==> src/rtl/word_rx.sv <==
// word_rx: bit-serial 16-bit word receiver feeding a valid/ready consumer.
// Frame: start bit, 16 data bits LSB first, [even parity], stop bit.
// Optional feature macro: WORD_RX_PARITY_EN (adds the PARITY state and the
// parityerr port; without it a frame is 18 bits long).
module word_rx #(
    parameter int SYNC_STAGES = 2
) (
    input  logic        clk,
    input  logic        rst,
    input  logic        rxd,
    input  logic [15:0] clkdiv,
    output logic [15:0] out,
    output logic        outvalid,
    input  logic        outready,
    output logic        busy,
    output logic        frameerr,
    output logic        overrun,
    input  logic        clrerr
`ifdef WORD_RX_PARITY_EN
    ,
    output logic        parityerr
`endif
);

    typedef enum logic [2:0] {
        ST_IDLE   = 3'd0,
        ST_START  = 3'd1,
        ST_DATA   = 3'd2,
        ST_STOP   = 3'd3,
        ST_WAITHI = 3'd5
`ifdef WORD_RX_PARITY_EN
        ,
        ST_PARITY = 3'd4
`endif
    } state_t;

    state_t                 state_q, state_d;
    logic [SYNC_STAGES-1:0] sync_q, sync_d;
    logic [15:0]            cnt_q, cnt_d;
    logic [15:0]            div_q, div_d;
    logic [3:0]             bitn_q, bitn_d;
    logic [15:0]            shreg_q, shreg_d;
    logic [15:0]            out_q, out_d;
    logic                   outvalid_q, outvalid_d;
    logic                   busy_q, busy_d;
    logic                   frameerr_q, frameerr_d;
    logic                   overrun_q, overrun_d;
    logic                   rxs_s;
    logic                   deliver_s;
    logic                   frame_set_s;
    logic                   overrun_set_s;
`ifdef WORD_RX_PARITY_EN
    logic                   parityerr_q, parityerr_d;
    logic                   par_set_s;
`endif

    // Synchroniser shift: the oldest stage is the line value used everywhere.
    always_comb begin
        sync_d = {sync_q[SYNC_STAGES-2:0], rxd};
        rxs_s  = sync_q[SYNC_STAGES-1];
    end

    // Frame FSM: bit timing, sampling and next-state selection.
    always_comb begin
        state_d     = state_q;
        cnt_d       = cnt_q;
        div_d       = div_q;
        bitn_d      = bitn_q;
        shreg_d     = shreg_q;
        deliver_s   = 1'b0;
        frame_set_s = 1'b0;
`ifdef WORD_RX_PARITY_EN
        par_set_s   = 1'b0;
`endif
        case (state_q)
            ST_IDLE: begin
                if (rxs_s == 1'b0) begin
                    // The divider is frozen for the whole frame.
                    div_d   = clkdiv;
                    cnt_d   = 16'd0;
                    state_d = ST_START;
                end else begin
                    state_d = ST_IDLE;
                end
            end
            ST_START: begin
                if (cnt_q == (div_q >> 1)) begin
                    if (rxs_s == 1'b0) begin
                        cnt_d   = 16'd0;
                        bitn_d  = 4'd0;
                        state_d = ST_DATA;
                    end else begin
                        // Start bit vanished before mid-bit: glitch, no flag.
                        state_d = ST_IDLE;
                    end
                end else begin
                    cnt_d = cnt_q + 16'd1;
                end
            end
            ST_DATA: begin
                if (cnt_q == div_q) begin
                    shreg_d[bitn_q] = rxs_s;
                    cnt_d           = 16'd0;
                    bitn_d          = bitn_q + 4'd1;
                    if (bitn_q == 4'd15) begin
`ifdef WORD_RX_PARITY_EN
                        state_d = ST_PARITY;
`else
                        state_d = ST_STOP;
`endif
                    end else begin
                        state_d = ST_DATA;
                    end
                end else begin
                    cnt_d = cnt_q + 16'd1;
                end
            end
`ifdef WORD_RX_PARITY_EN
            ST_PARITY: begin
                if (cnt_q == div_q) begin
                    // Even parity: data bits plus parity bit must XOR to zero.
                    par_set_s = (^shreg_q) ^ rxs_s;
                    cnt_d     = 16'd0;
                    state_d   = ST_STOP;
                end else begin
                    cnt_d = cnt_q + 16'd1;
                end
            end
`endif
            ST_STOP: begin
                if (cnt_q == div_q) begin
                    cnt_d = 16'd0;
                    if (rxs_s == 1'b1) begin
                        deliver_s = 1'b1;
                        state_d   = ST_IDLE;
                    end else begin
                        frame_set_s = 1'b1;
                        state_d     = ST_WAITHI;
                    end
                end else begin
                    cnt_d = cnt_q + 16'd1;
                end
            end
            ST_WAITHI: begin
                if (rxs_s == 1'b1) begin
                    state_d = ST_IDLE;
                end else begin
                    state_d = ST_WAITHI;
                end
            end
            default: begin
                state_d = ST_IDLE;
            end
        endcase
    end

    // Output port: delivery, transfer, sticky error flags and busy.
    always_comb begin
        out_d         = out_q;
        outvalid_d    = outvalid_q;
        overrun_set_s = 1'b0;
        if (deliver_s) begin
            if (!outvalid_q || outready) begin
                out_d      = shreg_q;
                outvalid_d = 1'b1;
            end else begin
                // Consumer still holds the previous word: keep it, flag loss.
                overrun_set_s = 1'b1;
            end
        end else if (outvalid_q && outready) begin
            outvalid_d = 1'b0;
        end else begin
            outvalid_d = outvalid_q;
        end

        // A same-cycle set wins over clrerr.
        if (frame_set_s) begin
            frameerr_d = 1'b1;
        end else if (clrerr) begin
            frameerr_d = 1'b0;
        end else begin
            frameerr_d = frameerr_q;
        end

        if (overrun_set_s) begin
            overrun_d = 1'b1;
        end else if (clrerr) begin
            overrun_d = 1'b0;
        end else begin
            overrun_d = overrun_q;
        end

`ifdef WORD_RX_PARITY_EN
        if (par_set_s) begin
            parityerr_d = 1'b1;
        end else if (clrerr) begin
            parityerr_d = 1'b0;
        end else begin
            parityerr_d = parityerr_q;
        end
`endif

        busy_d = (state_d != ST_IDLE);
    end

    // State and output registers with synchronous reset.
    always_ff @(posedge clk) begin
        if (rst) begin
            state_q     <= ST_IDLE;
            sync_q      <= {SYNC_STAGES{1'b1}};
            cnt_q       <= 16'd0;
            div_q       <= 16'd0;
            bitn_q      <= 4'd0;
            shreg_q     <= 16'd0;
            out_q       <= 16'd0;
            outvalid_q  <= 1'b0;
            busy_q      <= 1'b0;
            frameerr_q  <= 1'b0;
            overrun_q   <= 1'b0;
`ifdef WORD_RX_PARITY_EN
            parityerr_q <= 1'b0;
`endif
        end else begin
            state_q     <= state_d;
            sync_q      <= sync_d;
            cnt_q       <= cnt_d;
            div_q       <= div_d;
            bitn_q      <= bitn_d;
            shreg_q     <= shreg_d;
            out_q       <= out_d;
            outvalid_q  <= outvalid_d;
            busy_q      <= busy_d;
            frameerr_q  <= frameerr_d;
            overrun_q   <= overrun_d;
`ifdef WORD_RX_PARITY_EN
            parityerr_q <= parityerr_d;
`endif
        end
    end

    assign out       = out_q;
    assign outvalid  = outvalid_q;
    assign busy      = busy_q;
    assign frameerr  = frameerr_q;
    assign overrun   = overrun_q;
`ifdef WORD_RX_PARITY_EN
    assign parityerr = parityerr_q;
`endif

endmodule

==> config.mk <==
export PLATFORM = sky130hd
export DESIGN_NAME = word_rx
export DESIGN_NICKNAME = d
export VERILOG_FILES = /design/src/rtl/word_rx.sv
export SDC_FILE = /design/constraint.sdc
export NUM_CORES = 1
export LEC_CHECK = 0
export BUFFER_PORTS_ARGS = -buffer_cell sky130_fd_sc_hd__buf_2
export CORE_MARGIN = 8
export CORE_UTILIZATION = 50
export DETAILED_ROUTE_END_ITERATION = 12
export GPL_ROUTABILITY_DRIVEN = 0
export PLACE_DENSITY = 0.7
export SLEW_MARGIN = 20
export SYNTH_ARGS = -nofsm -noshare
export SYNTH_HDL_FRONTEND = slang
export SYNTH_SLANG_ARGS = --single-unit
==> constraint.sdc <==
create_clock -name clk -period 6.2 [get_ports clk]
set_input_delay 1.24 -clock clk [delete_from_list [all_inputs] [get_ports clk]]
set_output_delay 1.24 -clock clk [all_outputs]
set_load 0.05 [all_outputs]
# Yosys cells after proc, flatten, opt, wreduce, memory -nomap -nowiden
# Cells that the tools add are included.
[word_totals]
regBits = 77
in_bits = 21
[op_classes]
add_sub_neg = 2
n_lt_le_gt_ge = 2
eq_ne = 11
n_mux = 33
bitwise_logic = 1
reduce_logical = 17
[ops]
columns = ["op", "count"]
rows = [
  ["$mux 16", 3],
  ["$pmux 16 s3", 1],
  ["$mux 1", 17],
  ["$add 16x1->16 const B", 1],
  ["$bwmux 16", 1],
  ["$eq 16x15->1", 1],
  ["$eq 16x16->1", 1],
  ["$pmux 3 s5", 1],
  ["$mux 3", 4],
  ["$mux 4", 3],
  ["$pmux 4 s2", 1],
  ["$reduce_and 2->1", 4],
  ["$reduce_bool 2->1", 4],
  ["$eq 3x2->1 const B", 2],
  ["$ne 2x2->1 const B", 3],
  ["$reduce_bool 3->1", 2],
  ["$lt 4x5->1 const B", 1],
  ["$add 4x1->4 const B", 1],
  ["$demux 1 s4", 1],
  ["$eq 4x4->1 const B", 1],
  ["$ge 4x1->1 const B", 1],
  ["$reduce_and 4->1", 1],
  ["$eq 3x1->1 const B", 1],
  ["$eq 3x3->1 const B", 1],
  ["8 further kinds", 9],
]

# Depth between registers and ports, before layout
[depth]
ltp_word = 5
ltp_mapped = 9
ltp_nobuf = 7

# Worst setup path before layout
# Ideal clock, no wire load.
[synth_timing]
path_type = "input -> register"
start = "input outready"
end = "register out_q[10] (netlist: out[10])"
setup_time_ps = 115
arrival_time_ps = 2173
setup_slack_ps = 3912
cell_stages = 6
path_buffers = 2
path_cell_list = "nor2b_1 > or4_4 > buf_6 > buf_8 > nand3_2 > o21ai_2"
[synth_via]
elab_chain_len = 2
[synth_rtl]
columns = ["element", "line_no", "source"]
rows = [
  ["start: declaration", "14", "input logic outready,"],
  ["$logic_or 1x1->1", "163", "if (!outvalid_q || outready) begin"],
  ["$reduce_and 2->1 (no source line)", "-", ""],
  ["end signal: assignment", "230", "out_q <= out_d;"],
  ["end: declaration", "43", "logic [15:0] out_q, out_d;"],
]
# No other way between the ends.
# A chain may end at the register's enable or synchronous reset.

==> summary.txt <==
outcome: finished, final reports clean
dominant cell type by area after synthesis: dfxtp_1
buffers added on ports: 40
Yosys top cell area share: 0.4007
TritonRoute pass-1 iters: 4
Netlist cell types: 51
critical path peak fanout: 38
Synth Area in Simple Gates: 0.2725
arrival time worst endpoint: 3.25 ns
top_reg_cell synth: dfxtp_1
clk sinks: 77
WS Path Type: in -> reg
Worst-Skew Late Latency: 0.36 ns
Final Hold Viols: 0
first-pass GRT wire length: 14.80 mm
number of flops mapped to enable cells by yosys: 0
Root Driver: clkbuf_8
vias in the first global route: 3078
DR vias: 3100
largest net degree at the start of global routing: 39
postcts setup bufs: 0
CTS Hold Bufs: 0
CP required: 6.43 ns
die width: 103.7 um
core area: 7607 um^2
dpl cells: 542
Crit. End Element: register
worst vdd ir: 0.0001385 V
initial antenna violation count: 0
hold path start: sync_q[0]
Layout Skew: 0.01186 ns
# IOs: 41
xor and xnor fraction of the mapped netlist area: 0.07740
Final HPWL DP: 5.983 mm
Layout Cells excl Fill: 558
sequential area share after synthesis: 0.4007
TritonCTS Buffers: 9
Max-slew headroom: 0.5023
cell area after layout: 4174 um^2
Post-Synthesis Cell Area: 3847 um^2
Max-Cap Viols: 0
Synth Area in Adders: 0.01626
setup slack, reg-to-reg: 3.54 ns
Post-Route WL: 8.396 mm
Die ar.: 10760 um^2
RSZ-0062 raised after global routing: false
syn nets: 462
drt wl/cell: 15.05 um
placed cell area: 3984 um^2
Fillers: 721
CTS resizes: 0
clk buf depth: 2
clock-pin slew of the registers on the worst-case setup and hold paths: 0.09 ns
R2R Path End: cnt_q[11]
Max H-tree Level: 3
worst hold endpoint: sync_q[1]
setup tns final: 0 ns
top cells by area, synth: dfxtp_1 40%, nand2_1 6.7%, mux2i_1 4.7%
largest family of logic cells by synthesized area: simple AND/OR/NAND/NOR gates
Die Height: 103.7 um
reg2reg path depth: 6
startpoint types: input pin
Overflow after GRT: 0
leakage power: 0.001668 uW
# setup viols final: 0
Mean Syn Cell Area: 8.824 um^2
Async SR Flop Fraction: 0
share of cells above drive strength 1: 0.1996
Yosys reg bits: 77
Compound-Gate Fraction of Synth Area: 0.1242
Finished Core Util: 0.5487
n_diodes: 0
Ys Warns: 0
drt first-iter violations: 139
most numerous cell in the Yosys netlist: dfxtp_1
Final Max Slew Viols: 0
f_max: 331.0 MHz
Initial Utilization: 0.5058
worst hold path class: reg -> reg
mux share of post-synthesis cell area: 0.04683
Tmin final: 3.021 ns
Post-DRT Antenna Nets: 0
vias per inst: 5.556
Tcrit/Tclk final: 0.4872
Net count, final: 477
Global Route Usage Sum: 0.1639
r2r startpoint: cnt_q[3]
hold path cells: 1
CTS tree: yes
cells after synthesis: 436
Area Overhead vs Synth: 8.488%
Site Rows: 32
Commonest cells post-synth: 77 x dfxtp_1, 69 x nand2_1, 29 x nand3_1
hold slack: 0.4155 ns
Pwr per Cell Area: 223.6 nW/um^2
Post-route DRC: 0
pin slew with the least headroom to its limit: 0.7409 ns
[placed cells by master, fill, tap and decap left out, types with 4 or more instances in the layout]
master / instances
dfxtp_1: 77
nand2_1: 69
buf_2: 40
nand3_1: 29
a21oi_1: 25
xor2_1: 20
nor2_1: 18
mux2i_1: 18
xnor2_1: 14
nand4_1: 11
o21ai_2: 11
nand3_2: 9
clkbuf_8: 9
inv_1: 7
and2_1: 7
nor3_1: 7
o211ai_1: 6
o21a_1: 6
nor4b_1: 5
a221o_1: 5
ha_1: 5
nor4_2: 4
nand2b_1: 4
or2_2: 4
nor2b_1: 4
[how the worst max path moves through the flow]
stage                  endpoint      from  cells after the start  slack (ns)
finish               shreg_q[2]       rst                      5        3.18
global route        shreg_q[13]       rst                      5        3.01
CTS                  shreg_q[9]       rst                      5        3.20
detailed placement   shreg_q[5]       rst                      5        2.81
global placement    shreg_q[15]       rst                      5        2.89
floorplan               out[10]  outready                      6        3.91
[kinds of logic after synthesis]
family,after synthesis
xor+xnor,34
buf+inv,45
simple gates,189
fa+ha+maj,5
compound gates,68
mux,18
flops,77
[routing by layer]
layer / part of all wire / vias to the layer above / global-route usage
met2: 0.49 / 61 / 0.2626
li1: - / 1557 / -
met5: 0 / - / 0
met3: 0.039 / 15 / 0.03284
met4: 0.028 / 0 / 0.08480
met1: 0.44 / 1467 / 0.2040
[final cells by class]
class | count | area (um^2) | share of cell area
clock inverters | 7 | 57.56 | 0.01379
flip-flops and latches | 77 | 1541 | 0.3693
clock buffers | 9 | 123.9 | 0.02968
well taps | 102 | 127.6 | 0.03058
repair buffers | 42 | 215.2 | 0.05156
multi-input cells | 314 | 2082 | 0.4988
inverters | 7 | 26.28 | 0.006295
[per-stage QoR]
stage,setup WS [ns],power [uW]
after detailed placement,2.808,591.3
final,3.179,933.3
after floorplan,3.912,570.6
after CTS,3.199,943.5
after global routing,3.013,972.8
after global placement,2.889,588.9
[sequential cells by signal (all words and copies together) (netlist names)]
register	count
bitn_q	4
div_q	16
busy	1
outvalid	1
cnt_q	16
out	16
sync_q	2
overrun	1
shreg_q	16
frameerr	1
state_q	3
[worst max-delay path, stage by stage]
cell and delay, ns:
buf_2 0.54, inv_1 0.55, buf_4 0.39, nand2_1 0.35
mux2i_1 0.14
[report_power, final]
group / leakage, uW / switching [uW] / internal, uW
clock: 0.0000829 / 203 / 150
combinational: 0.000963 / 46.6 / 26.6
sequential: 0.000622 / 7.83 / 499
Note: power is estimated with default switching activity, not from simulation.
